===== src/rtl/mem_bus_arbiter_pkg.sv =====
// mem_bus_arbiter_pkg: shared state encodings, wait-counter width and decode helper
package mem_bus_arbiter_pkg;
   typedef enum logic [1:0] {
      ST_IDLE   = 2'd0,
      ST_ACCESS = 2'd1,
      ST_DONE   = 2'd2
   } state_t;
   localparam int WCNT_W = 4;
   function automatic int ram_bit(input int aw);
      return aw - 1;
   endfunction
endpackage


===== src/rtl/mem_wait_counter.sv =====
// mem_wait_counter: loadable down-counter with a zero flag for wait-state insertion
module mem_wait_counter #(
   parameter int W = 4
) (
   input  logic         clk,
   input  logic         reset,
   input  logic         i_load,
   input  logic [W-1:0] i_val,
   input  logic         i_dec,
   output logic [W-1:0] o_cnt,
   output logic         o_zero
);
   logic [W-1:0] r_cnt;
   always_ff @(posedge clk) begin
      if (reset) r_cnt <= '0;
      else if (i_load) r_cnt <= i_val;
      else if (i_dec && r_cnt != '0) r_cnt <= r_cnt - 1'b1;
   end
   assign o_cnt  = r_cnt;
   assign o_zero = (r_cnt == '0);
endmodule


===== src/rtl/mem_bus_arbiter.sv =====
// mem_bus_arbiter: shares the CPU memory bus between fetch and data ports with ROM/RAM wait states
// Define MEM_ARB_RR_EN for round-robin arbitration; otherwise D has fixed priority over IF.
module mem_bus_arbiter
   import mem_bus_arbiter_pkg::*;
#(
   parameter int AW       = 12,
   parameter int DW       = 8,
   parameter int ROM_WAIT = 1,
   parameter int RAM_WAIT = 0
) (
   input  logic          clk,
   input  logic          reset,
   input  logic          if_req,
   input  logic [AW-1:0] if_addr,
   output logic          if_ack,
   output logic [DW-1:0] if_rdata,
   input  logic          d_req,
   input  logic          d_we,
   input  logic [AW-1:0] d_addr,
   input  logic [DW-1:0] d_wdata,
   output logic          d_ack,
   output logic [DW-1:0] d_rdata,
   output logic          d_err,
   output logic [AW-1:0] mem_addr,
   output logic [DW-1:0] mem_wdata,
   input  logic [DW-1:0] mem_rdata,
   output logic          rom_sel,
   output logic          ram_sel,
   output logic          mem_rd,
   output logic          mem_wr
);
   localparam int RB = ram_bit(AW);

   if (ROM_WAIT < 0 || ROM_WAIT > 15 || RAM_WAIT < 0 || RAM_WAIT > 15) begin : g_bad_wait
      $error("mem_bus_arbiter: ROM_WAIT/RAM_WAIT must be within 0..15");
   end

   state_t              r_state, w_next;
   logic                r_gnt_d, r_we, r_ram;
   logic [AW-1:0]       r_addr;
   logic [DW-1:0]       r_wdata, r_rdata;
   logic                w_any, w_pick_d, w_load, w_zero, w_acc, w_done, w_req_ram;
   logic [AW-1:0]       w_req_addr;
   logic [WCNT_W-1:0]   w_wait, w_cnt;

   assign w_any = if_req | d_req;

`ifdef MEM_ARB_RR_EN
   logic r_pref_d;
   // Points at the port that was not served last; starts out favouring D.
   always_ff @(posedge clk) begin
      if (reset) r_pref_d <= 1'b1;
      else if (w_load) r_pref_d <= !w_pick_d;
   end
   assign w_pick_d = d_req & (!if_req | r_pref_d);
`else
   assign w_pick_d = d_req;
`endif

   assign w_load     = (r_state == ST_IDLE) & w_any;
   assign w_req_addr = w_pick_d ? d_addr : if_addr;
   assign w_req_ram  = w_req_addr[RB];
   assign w_wait     = w_req_ram ? WCNT_W'(RAM_WAIT) : WCNT_W'(ROM_WAIT);

   mem_wait_counter #(.W(WCNT_W)) u_wcnt (
      .clk    (clk),
      .reset  (reset),
      .i_load (w_load),
      .i_val  (w_wait),
      .i_dec  (w_acc),
      .o_cnt  (w_cnt),
      .o_zero (w_zero)
   );

   always_comb begin
      w_next = r_state;
      case (r_state)
         ST_IDLE:   w_next = w_any ? ST_ACCESS : ST_IDLE;
         ST_ACCESS: w_next = w_zero ? ST_DONE : ST_ACCESS;
         default:   w_next = ST_IDLE;
      endcase
   end

   always_ff @(posedge clk) begin
      if (reset) begin
         r_state <= ST_IDLE;
         r_gnt_d <= 1'b0;
         r_we    <= 1'b0;
         r_ram   <= 1'b0;
         r_addr  <= '0;
         r_wdata <= '0;
         r_rdata <= '0;
      end else begin
         r_state <= w_next;
         if (w_load) begin
            r_gnt_d <= w_pick_d;
            r_we    <= w_pick_d & d_we;
            r_ram   <= w_req_ram;
            r_addr  <= w_req_addr;
            r_wdata <= w_pick_d ? d_wdata : '0;
         end
         // Writes return no data, so a ROM write reports zero alongside d_err.
         if (w_acc && w_zero) r_rdata <= r_we ? '0 : mem_rdata;
      end
   end

   assign w_acc     = (r_state == ST_ACCESS);
   assign w_done    = (r_state == ST_DONE);
   assign rom_sel   = w_acc & !r_ram;
   assign ram_sel   = w_acc & r_ram;
   assign mem_rd    = w_acc & !r_we;
   assign mem_wr    = w_acc & r_we & r_ram;
   assign mem_addr  = r_addr;
   assign mem_wdata = r_wdata;
   assign if_ack    = w_done & !r_gnt_d;
   assign d_ack     = w_done & r_gnt_d;
   assign if_rdata  = if_ack ? r_rdata : '0;
   assign d_rdata   = d_ack ? r_rdata : '0;
   assign d_err     = d_ack & r_we & !r_ram;

   logic w_unused;
   assign w_unused = ^w_cnt;
endmodule

===== config.mk =====
export PLATFORM = sky130hd
export DESIGN_NAME = mem_bus_arbiter
export DESIGN_NICKNAME = d
export VERILOG_FILES = /design/src/rtl/mem_bus_arbiter_pkg.sv /design/src/rtl/mem_wait_counter.sv /design/src/rtl/mem_bus_arbiter.sv
export SDC_FILE = /design/constraint.sdc
export NUM_CORES = 1
export LEC_CHECK = 0
export BUFFER_PORTS_ARGS = -buffer_cell sky130_fd_sc_hd__buf_2
export CORE_ASPECT_RATIO = 0.7
export CORE_UTILIZATION = 30
export CTS_BUF_LIST = sky130_fd_sc_hd__clkbuf_2 sky130_fd_sc_hd__clkbuf_4 sky130_fd_sc_hd__clkbuf_8
export CTS_CLUSTER_SIZE = 20
export DETAILED_ROUTE_END_ITERATION = 12
export PLACE_DENSITY = 0.65
export SYNTH_ARGS = -nofsm -noshare
export SYNTH_HDL_FRONTEND = slang
export SYNTH_SLANG_ARGS = --single-unit

===== constraint.sdc =====
create_clock -name clk -period 1.53 [get_ports clk]
set_input_delay 0.306 -clock clk [delete_from_list [all_inputs] [get_ports clk]]
set_output_delay 0.306 -clock clk [all_outputs]
set_load 0.005 [all_outputs]

==> results.md, run 1 <==
- Layout Skew: ~5.4 ps
- Filler Cell Count: slightly above 500
- Final Power: between 0.002 and 0.003 W
- DP HPWL: roughly 3200 µm
- Port bufs: just under 90
- Die Wd: a little over 90 µm
- Slew @ Worst Pin: ~920 ps
- Crit end category: primary output
- Commonest cells after routing, fill and taps aside: buf_2, dfxtp_1, a21oi_1
- Final nets: 320
- RSZ-0062 raised after global routing: yes
- Initial Util: 0.317
- R2r startpoint: r_state[1]
- GP Congestion: around 0.71
- Via density: 4.74
- Sequential-to-total area share from yosys stat: 0.426
- Vias in the first global route: 1542
- H-tree Lvls: 2
- CTS tree: built
- Latest clock arrival within the worst-skew pair: 280 ps
- Wire length per cell: roughly 13 µm
- Max frequency: between 600 and 700 MHz
- R2R setup slack: 30 ps
- Hold Crit Class: input pin to flip-flop
- CP required: 1220 ps
- Max VDD drop: about 0.00037 V
- Slew Viols, Final: 0
- Hold depth: 2
- Antenna cell count: 0
- Worst setup SP type: flip-flop
- DRT iter0 DRCs: 48
- Final ANT Viol Nets: 0
- CP Max Fanout: 7
- Failing checks: negative setup slack
- Pleak: 1.19 nW
- Die Height: about 65 µm
- Final Hold Vio Count: 0
- CTS clk-pin slew, worst paths: approximately 70 ps
- Yosys cell types: 34
- Drt pass-1 iters: 4
- Vias: between 1500 and 2000
- Worst hold start: d_wdata[7]
- Remaining DRCs: 0
- Post-Layout Inst Area: around 2500 µm²
- Final period util: 1.05
- Setup violations, final: 19
- #FFs+latches synth: 36
- Initial antenna violation count: 0
- Mapped Cells: 178
- Num CTS Buffers: 5
- Final setup margin: -70.3 ps
- Placed cell area: 2240 µm²
- Final Util: 0.465
- Arr. time, crit path: between 1000 and 1500 ps
- Mean Syn Cell Area: approximately 9.5 µm²
- Hold Path Sink: mem_wdata[7]
- Core area: 5340 µm²
- Final min period: approximately 1600 ps
- CTS root buf: clkbuf_8
- Max_slew headroom: 0.385
- Crit path kind: flip-flop to primary output
- Status: finished, violations left
- Net Count, Synth: 225
- Power per cell area: about 1100 nW/µm²
- IO Pins: 88
- Psw: approximately 0.00075 W
- Max clock buf depth: 2
- Die area: 5940 µm²
- Max Cap Viol: 0
- Commonest non-fill, non-tap cell in the layout: buf_2
- Area Growth Syn to Fin: 46.9%
- CTS Sinks: 36
- Share of layout cells above drive strength 1: 0.489
- Synth Cell Area: between 1500 and 2000 µm²
- Largest net degree at the start of global routing: 26
- Int Pwr: 0.00192 W
- Worst reg2reg endpoint: mem_wdata[5]
- Global-route wire length before repair: approximately 7400 µm
- Comb power frac: 0.266
- GRT Util Overall: 0.158
- Clk network pwr share: 0.308
- Synthesis Warnings: 0
- Seq pwr share: 0.426
- Overflow after GRT: 0
- Final Routed Wirelength: approximately 4500 µm
- FF-to-FF path depth: 2
- Std cell rows: 22
- Sw Share: 0.281
power by group through the flow:
stage / Sequential, W / Clock [W] / Combinational (W)
2_1_floorplan: 0.00113 / 0 / 0.000382
3_3_place_gp: 0.00114 / 0 / 0.000642
3_5_place_dp: 0.00114 / 0 / 0.000653
4_1_cts: 0.00113 / 0.000853 / 0.000685
5_1_grt: 0.00115 / 0.000896 / 0.000787
6_report: 0.00114 / 0.000819 / 0.000710
Yosys cell counts (all sizes together):
master	n	area, µm²
clkbuf	4	15.0
buf	13	78.8
or3	1	6.26
o21a	1	7.51
dfxtp	36	721
or3b	1	8.76
and2	17	106
a21oi	22	114
inv	3	11.3
or4	2	15.0
a221oi	1	8.76
or2	2	12.5
nor4b	1	15.0
nor2	7	26.3
a2111oi	2	20.0
nand2b	1	6.26
nand4b	8	70.1
a22o	9	78.8
and3b	2	17.5
a211oi	12	90.1
and2b	1	7.51
a21boi	2	15.0
a21o	1	7.51
mux2i	12	120
o21ai	10	50.1
nor3	2	10.0
and3	1	6.26
nor3b	2	20.0
ha	2	25.0
timing repair:
| action | 4_1_cts | 5_1_grt |
|---|---|---|
| hold buffers | 0 | 0 |
| cloned | 1 | 0 |
| setup endpoints to repair | 36 | 33 |
| pin swaps | 8 | 2 |
| buffers inserted | 1 | 2 |
| gates resized for setup | 17 | 17 |
routing by layer:
metal / global-route usage / share of wire / vias to the layer above
met5: 0 / 0 / -
li1: - / - / 844
met1: 0.210 / 0.50 / 732
met4: 0.0410 / 0.0031 / 0
met3: 0.0434 / 0.068 / 3
met2: 0.252 / 0.43 / 61
cells by family (layout without fill, tap and decap cells):
| family | Yosys count | after routing | synth area share |
|---|---|---|---|
| adder cells (fa/ha/maj) | 2 | 2 | 0.0148 |
| AND/OR/NAND/NOR | 48 | 48 | 0.194 |
| buffers and inverters | 20 | 116 | 0.0622 |
| multiplexers | 12 | 12 | 0.0711 |
| AO/OA/AOI/OAI | 60 | 60 | 0.232 |
| flip-flops | 36 | 36 | 0.426 |
registers in the layout, summed over array words and instances, names as in the netlist:
register and flops:
r_rdata 8, u_wcnt.o_cnt 4, r_gnt_d 1, r_we 1, mem_addr 11, mem_wdata 8, r_state 2, r_ram 1
worst max path at each step:
stage | startpoint | endpoint
2_1_floorplan | u_wcnt.o_cnt[0] | u_wcnt.o_cnt[2]
3_3_place_gp | reset | mem_wdata[2]
3_5_place_dp | u_wcnt.o_cnt[0] | r_rdata[4]
4_1_cts | r_state[1] | if_rdata[0]
5_1_grt | r_state[1] | if_rdata[6]
6_report | r_state[1] | if_rdata[0]
critical path, cell delays in order, from the launching register on:
cell and delay, ps:
dfxtp_4 380, nor3b_4 250, buf_2 180, and2_1 110
buf_2 100
stage by stage:
stage / setup TNS [ps] / hold WS [ps] / setup slack, ps / cells
after global placement: 0 / 453 / 18.1 / 334
after floorplan: 0 / 439 / 68.0 / 178
after detailed placement: -150 / 453 / -42.6 / 334
after global routing: -2710 / 232 / -144 / 346
final: -829 / 236 / -70.3 / 346
after CTS: -1170 / 227 / -89.8 / 344
cell type report:
class,instances,area [µm²],area share
tap,72,90.1,0.0363
clock buffer,6,76.3,0.0307
clock inverter,2,35.0,0.0141
timing repair buffer,105,626,0.252
multi-input combinational,122,912,0.367
sequential,36,732,0.295
inverter,3,11.3,0.00454
Power figures use the tool's default switching activity.
==> run 2, diff against run 1 <==
--- a/config.mk
+++ b/config.mk
@@ -12,6 +12,7 @@
 export CTS_CLUSTER_SIZE = 20
 export DETAILED_ROUTE_END_ITERATION = 12
 export PLACE_DENSITY = 0.65
+export SETUP_SLACK_MARGIN = 0.4
 export SYNTH_ARGS = -nofsm -noshare
 export SYNTH_HDL_FRONTEND = slang
 export SYNTH_SLANG_ARGS = --single-unit
==> results.md, run 2 (synthesized netlist as in run 1, its figures left out) <==
- Hold Crit Class: input pin to flip-flop
- CTS root buf: clkbuf_8
- Sequential cell area: 744 µm² (+1.7%)
- CTS tree: built
- Worst setup SP type: flip-flop
- Crit end category: primary output
- IO Pins: 88 (unchanged)
- Met1 Use GR: 0.251 (+0.0403)
- Failing checks: negative setup slack
- Pleak: 1.41 nW (+19%)
- Final min period: 1620 ps (+22.3 ps)
- Die Height: 64.8 µm (unchanged)
- GRT Util Overall: 0.189 (+0.0313)
- Final Hold Vio Count: 0 (unchanged)
- Wire length per cell: 15.5 µm (+18%)
- Cell repeated most along the worst path: and3b_1
- CP peak stage delay: 370 ps (about the same)
- Layout Cells excl Fill: 373 (+7.8%)
- Vias in the first global route: 1759 (+14%)
- CTS Sinks: 36 (unchanged)
- FF-to-FF path depth: 5 (+3)
- GP Congestion: 0.728 (+2.1%)
- Port bufs: 87 (unchanged)
- Placed cell count: 332 (-0.60%)
- Final period util: 1.06 (+0.0146)
- Final Routed Wirelength: 5790 µm (+27%)
- Critical-path top delay cell: dfxtp_4
- Slew @ Worst Pin: 436 ps (-484 ps)
- Max frequency: 616 MHz (-1.4%)
- Vias: 1868 (+14%)
- Grt peak-use layer: met2
- Die area: 5940 µm² (unchanged)
- Arr. time, crit path: 1320 ps (+30 ps)
- CTS clk-pin slew, worst paths: 80 ps (about the same)
- DP HPWL: 3340 µm (+2.9%)
- Antenna cell count: 0 (unchanged)
- Largest net degree at the start of global routing: 17 (-35%)
- Final setup margin: -92.6 ps (-22.3 ps)
- Met3 usage: 0.0540 (+0.0106)
- CP top delay family: simple AND/OR/NAND/NOR gates
- Num CTS Buffers: 5 (unchanged)
- Multi-input combinational cell area: 1150 µm² (+26%)
- CP cell instances: and3b_1, buf_6, and3b_1, buf_2
- Hold depth: 2 (unchanged)
- Via density: 5.01 (+5.7%)
- Critical Path Stages: 4 (unchanged)
- R2R setup slack: 20 ps (about the same)
- Initial antenna violation count: 0 (unchanged)
- Number of flip-flops in the largest register: 11 (unchanged)
- Commonest cells after routing, fill and taps aside: buf_2, buf_6, dfxtp_1
- Latest clock arrival within the worst-skew pair: 300 ps (+20 ps)
- Int Pwr: 0.00223 W (+17%)
- Initial Util: 0.317 (unchanged)
- Psw: 0.00102 W (+36%)
- Share of layout cells above drive strength 1: 0.704 (+0.215)
- Overflow after GRT: 0 (unchanged)
- Power per cell area: 1040 nW/µm² (-3.2%)
- M2 GR Usage: 0.305 (+0.0526)
- Slew Viols, Final: 0 (unchanged)
- Setup violations, final: 19 (unchanged)
- Buf/Inv on CP: 2 (unchanged)
- Drt pass-1 iters: 4 (unchanged)
- Max clock buf depth: 2 (unchanged)
- CP required: 1220 ps (about the same)
- Filler Cell Count: 429 (-17%)
- CP Max Fanout: 10 (+3)
- Final ANT Viol Nets: 0 (unchanged)
- Final nets: 347 (+8.4%)
- WHS: 228 ps (-8.23 ps)
- Status: finished, violations left
- Area Growth Syn to Fin: 85.0%
- Layout Skew: 10.0 ps (+4.61 ps)
- H-tree Lvls: 2 (unchanged)
- Global-route wire length before repair: 8690 µm (+18%)
- Crit path kind: flip-flop to primary output
- Max VDD drop: 0.000505 V (+35%)
- DRT iter0 DRCs: 98 (+100%)
- Max_slew headroom: 0.709 (+0.324)
- Core area: 5340 µm² (unchanged)
- Die Wd: 91.7 µm (unchanged)
- RSZ-0062 raised after global routing: yes
- Comb power frac: 0.376 (+0.110)
- Commonest non-fill, non-tap cell in the layout: buf_2
- Clk network pwr share: 0.267 (-0.041)
- Cts hold-fix bufs: 0 (unchanged)
- Seq pwr share: 0.357 (-0.069)
- Sw Share: 0.313 (+0.0318)
- Std cell rows: 22 (unchanged)
- Remaining DRCs: 0 (unchanged)
- Max Cap Viol: 0 (unchanged)
## run 2: cell type report
type,instances,area share
inverters,3,0.00520
flip-flops and latches,36,0.238
well taps,72,0.0288
multi-input cells,123,0.367
clock buffers,5,0.0220
clock inverters,3,0.0148
repair buffers,131,0.324
## run 2: worst paths after layout
kind	start	end
max	r_state[0]	d_err
min	d_wdata[0]	mem_wdata[0]
max reg2reg	r_state[1]	u_wcnt.o_cnt[3]
min reg2reg	mem_wdata[2]	mem_wdata[2]
## run 2: through the flow
stage / total power, W / setup TNS [ps] / worst slack (ps) / cell area (µm²) / util
3_3_place_gp: 0.00186 / 0 / 111 / 2350 / 0.441
3_5_place_dp: 0.00188 / 0 / 75.9 / 2350 / 0.441
6_report: 0.00325 / -818 / -92.6 / 3130 / 0.586
2_1_floorplan: 0.00165 / 0 / 144 / 1880 / -
4_1_cts: 0.00305 / -714 / -84.0 / 2900 / 0.542
5_1_grt: 0.00342 / -1960 / -146 / 3130 / 0.586
## run 2: layer usage
metal | vias up | part of all wire
met5 | - | 0
met4 | 0 | 0.0073
met3 | 7 | 0.062
met2 | 67 | 0.47
met1 | 891 | 0.46
li1 | 903 | -
## run 2: repair_timing
action | 4_1_cts | 5_1_grt
setup endpoints to repair | 60 | 63
buffers inserted | 21 | 9
pin swaps | 23 | 18
cloned | 2 | 1
resized for setup | 43 | 38
## run 2: power by group through the flow
| stage | clock network [W] | registers (W) | logic [W] |
|---|---|---|---|
| 2_1_floorplan | 0 | 0.00116 | 0.000495 |
| 3_3_place_gp | 0 | 0.00117 | 0.000690 |
| 3_5_place_dp | 0 | 0.00117 | 0.000704 |
| 4_1_cts | 0.000872 | 0.00115 | 0.00103 |
| 5_1_grt | 0.000937 | 0.00118 | 0.00130 |
| 6_report | 0.000867 | 0.00116 | 0.00122 |
==> run 3, diff against run 2 <==
--- a/config.mk
+++ b/config.mk
@@ -7,6 +7,7 @@
 export LEC_CHECK = 0
 export BUFFER_PORTS_ARGS = -buffer_cell sky130_fd_sc_hd__buf_2
 export CORE_ASPECT_RATIO = 0.7
+export CORE_MARGIN = 2
 export CORE_UTILIZATION = 30
 export CTS_BUF_LIST = sky130_fd_sc_hd__clkbuf_2 sky130_fd_sc_hd__clkbuf_4 sky130_fd_sc_hd__clkbuf_8
 export CTS_CLUSTER_SIZE = 20
@@ -15,4 +16,5 @@
 export SETUP_SLACK_MARGIN = 0.4
 export SYNTH_ARGS = -nofsm -noshare
 export SYNTH_HDL_FRONTEND = slang
+export SYNTH_HIERARCHICAL = 1
 export SYNTH_SLANG_ARGS = --single-unit
==> results.md, run 3 <==
- Status: finished, violations left
- Failing checks: negative setup slack
- Max frequency: 628 MHz (+1.9%)
- Global-route wire length before repair: 9030 µm (+3.9%)
- Final Hold Vio Count: 0 (unchanged)
- Antenna cell count: 0 (unchanged)
- Initial Util: 0.318 (+0.00164)
- Port bufs: 87 (unchanged)
- R2r startpoint: u_wcnt/o_cnt[1]
- Async set-reset flop share out of synthesis: 0 (unchanged)
- #FFs+latches synth: 36 (unchanged)
- GP Congestion: 0.777 (+6.7%)
- Cts hold-fix bufs: 0 (unchanged)
- Clk network pwr share: 0.279 (+0.012)
- Setup violations, final: 15 (-4)
- CTS clk-pin slew, worst paths: 70 ps (about the same)
- Mean Syn Cell Area: 9.18 µm² (-3.3%)
- Sw Share: 0.308 (-0.00454)
- Crit path kind: flip-flop to flip-flop
- Setup crit start: u_wcnt/o_cnt[1]
- Via density: 4.93 (-1.5%)
- Commonest cells after routing, fill and taps aside: buf_2, dfxtp_1, buf_6
- CP Max Fanout: 4 (-6)
- Final ANT Viol Nets: 0 (unchanged)
- Commonest non-fill, non-tap cell in the layout: buf_2
- Vias: 1890 (+1.2%)
- Hold Crit Class: input pin to flip-flop
- Most frequent cells after synthesis: dfxtp_1, a21oi_1, and2_1
- Die Height: 67.0 µm (+3.3%)
- Placed cell area: 2410 µm² (+2.5%)
- Mapped Cells: 185 (+3.9%)
- CTS Sinks: 36 (unchanged)
- Vias in the first global route: 1859 (+5.7%)
- WHS: 230 ps (+1.86 ps)
- Worst setup SP type: flip-flop
- Max Cap Viol: 0 (unchanged)
- Most common cell in the netlist: dfxtp_1
- Crit end category: flip-flop
- Largest cells by area after synthesis: dfxtp_1, mux2i_1, a21oi_1
- Synth Cell Area: 1700 µm² (+0.52%)
- FF-to-FF path depth: 6 (+1)
- Pleak: 1.45 nW (+2.9%)
- Synthesis Warnings: 6 (+6)
- Crit path capture: u_wcnt/o_cnt[1]
- Die area: 6290 µm² (+5.8%)
- Max clock buf depth: 2 (unchanged)
- Seq pwr share: 0.348 (-0.009)
- R2R setup slack: -60 ps (-80 ps)
- Power per cell area: 1050 nW/µm² (+1.2%)
- Latest clock arrival within the worst-skew pair: 290 ps (about the same)
- Area Growth Syn to Fin: 85.5%
- Final nets: 356 (+2.6%)
- Yosys cell types: 37 (+8.8%)
- CTS root buf: clkbuf_8
- CP required: 1760 ps (+540 ps)
- DRT iter0 DRCs: 41 (-58%)
- Final setup margin: -61.7 ps (+30.9 ps)
- Overflow after GRT: 0 (unchanged)
- Arr. time, crit path: 1820 ps (+500 ps)
- Top cell type by total area after synthesis: dfxtp_1
- Post-synth top area share: 0.424 (-0.00220)
- Share of layout cells above drive strength 1: 0.717 (+0.0127)
- Post-synth EDFFs: 0 (unchanged)
- Sequential-to-total area share from yosys stat: 0.424 (-0.00220)
- Filler Cell Count: 462 (+7.7%)
- Top_reg_cell synth: dfxtp_1
- Drt pass-1 iters: 4 (unchanged)
- Initial antenna violation count: 0 (unchanged)
- Number of flip-flops in the largest register: 11 (unchanged)
- Comb power frac: 0.373 (-0.003)
- GRT Util Overall: 0.186 (-0.00304)
- Num CTS Buffers: 5 (unchanged)
- Wire length per cell: 14.9 µm (-4.2%)
- Slew Viols, Final: 0 (unchanged)
- Layout Skew: 4.80 ps (-5.21 ps)
- Int Pwr: 0.00229 W (+2.7%)
- Final period util: 1.04 (-0.0202)
- CTS tree: built
- RSZ-0062 raised after global routing: yes
- DP HPWL: 3480 µm (+4.4%)
- Worst reg2reg endpoint: u_wcnt/o_cnt[1]
- H-tree Lvls: 2 (unchanged)
- Final Routed Wirelength: 5700 µm (-1.6%)
- Final min period: 1590 ps (-30.9 ps)
- Largest net degree at the start of global routing: 16 (-1)
- Max VDD drop: 0.000598 V (+18%)
- Post-Layout Inst Area: 3150 µm² (+0.80%)
- Core area: 5340 µm² (unchanged)
- IO Pins: 88 (unchanged)
- Psw: 0.00102 W (+0.55%)
- Remaining DRCs: 0 (unchanged)
- Die Wd: 94.0 µm (+2.4%)
- Std cell rows: 22 (unchanged)
run 3: cell types whose count changed after synthesis, moves of 2 or more:
cell       before  now
clkbuf_1        4    6
nand4b_1        8    1
a311oi_1        0    2
nand2_1         0   13
a2111oi_1       2    0
nor2_1          7   11
a21boi_1        2    0
or4_1           2    0
buf_2           9    4
run 3: metrics by stage:
stage / setup slack (ps) / utilization / std cells / power (W) / TNS, ps
after floorplan: -53.2 / - / 187 / 0.00161 / -426
after global placement: -60.9 / 0.452 / 351 / 0.00192 / -479
after detailed placement: -134 / 0.452 / 351 / 0.00194 / -1070
after CTS: -64.3 / 0.558 / 378 / 0.00319 / -583
after global routing: -146 / 0.590 / 383 / 0.00349 / -2120
final: -61.7 / 0.590 / 383 / 0.00331 / -531
run 3: cell families after synthesis:
group	count (synthesis)	share of synthesized area
and+or+nand+nor	57	0.200
other	1	0.00221
buffers and inverters	17	0.0449
muxes	13	0.0766
AOI/OAI and AO/OA	60	0.244
adders and majority gates	1	0.00736
DFF	36	0.424
run 3: how the worst min path moves through the flow:
| stage | from | to | slack (ps) | cells after the start |
|---|---|---|---|---|
| 3_5_place_dp | mem_wdata[1] | mem_wdata[1] | 460 | 2 |
| 4_1_cts | mem_rdata[0] | r_rdata[0] | 220 | 2 |
| 2_1_floorplan | reset | u_wcnt/o_cnt[0] | 380 | 1 |
| 6_report | mem_rdata[2] | r_rdata[2] | 230 | 2 |
| 3_3_place_gp | mem_wdata[1] | mem_wdata[1] | 460 | 2 |
| 5_1_grt | mem_rdata[6] | r_rdata[6] | 230 | 2 |
run 3: layer usage:
metal	track usage	wire length [µm]	up-vias
met5	0	0	-
met4	0.0725	125	0
met3	0.0475	407	13
met2	0.292	2440	87
met1	0.245	2730	872
li1	-	-	918
run 3: power groups by stage:
stage          sequential [W]  combinational (W)  clock (W)
2_1_floorplan         0.00115           0.000462          0
3_3_place_gp          0.00116           0.000764          0
3_5_place_dp          0.00116           0.000784          0
4_1_cts               0.00114            0.00111   0.000939
5_1_grt               0.00117            0.00134   0.000981
6_report              0.00115            0.00124   0.000924
run 3: cell type report:
class / instances / area (µm²) / share of cell area
Clock buffer: 7 / 96.3 / 0.0306
Clock inverter: 1 / 30.0 / 0.00953
Inverter: 5 / 36.3 / 0.0115
Multi-Input combinational cell: 136 / 1260 / 0.400
Sequential cell: 36 / 736 / 0.233
Tap cell: 72 / 90.1 / 0.0286
Timing Repair Buffer: 126 / 902 / 0.286
run 3: worst max-delay path, cell delays in order, from the launching register on:
cell and delay, ps:
dfxtp_2 330, inv_2 70, ha_4 120, or3b_4 410, buf_12 150, a2111oi_4 310
a311o_1 150
run 3: timing repair:
action,in CTS,in global routing
gates cloned,3,1
endpoints found under the setup margin,59,61
setup buffers,16,4
gates resized for setup,84,27
pin swaps,36,23
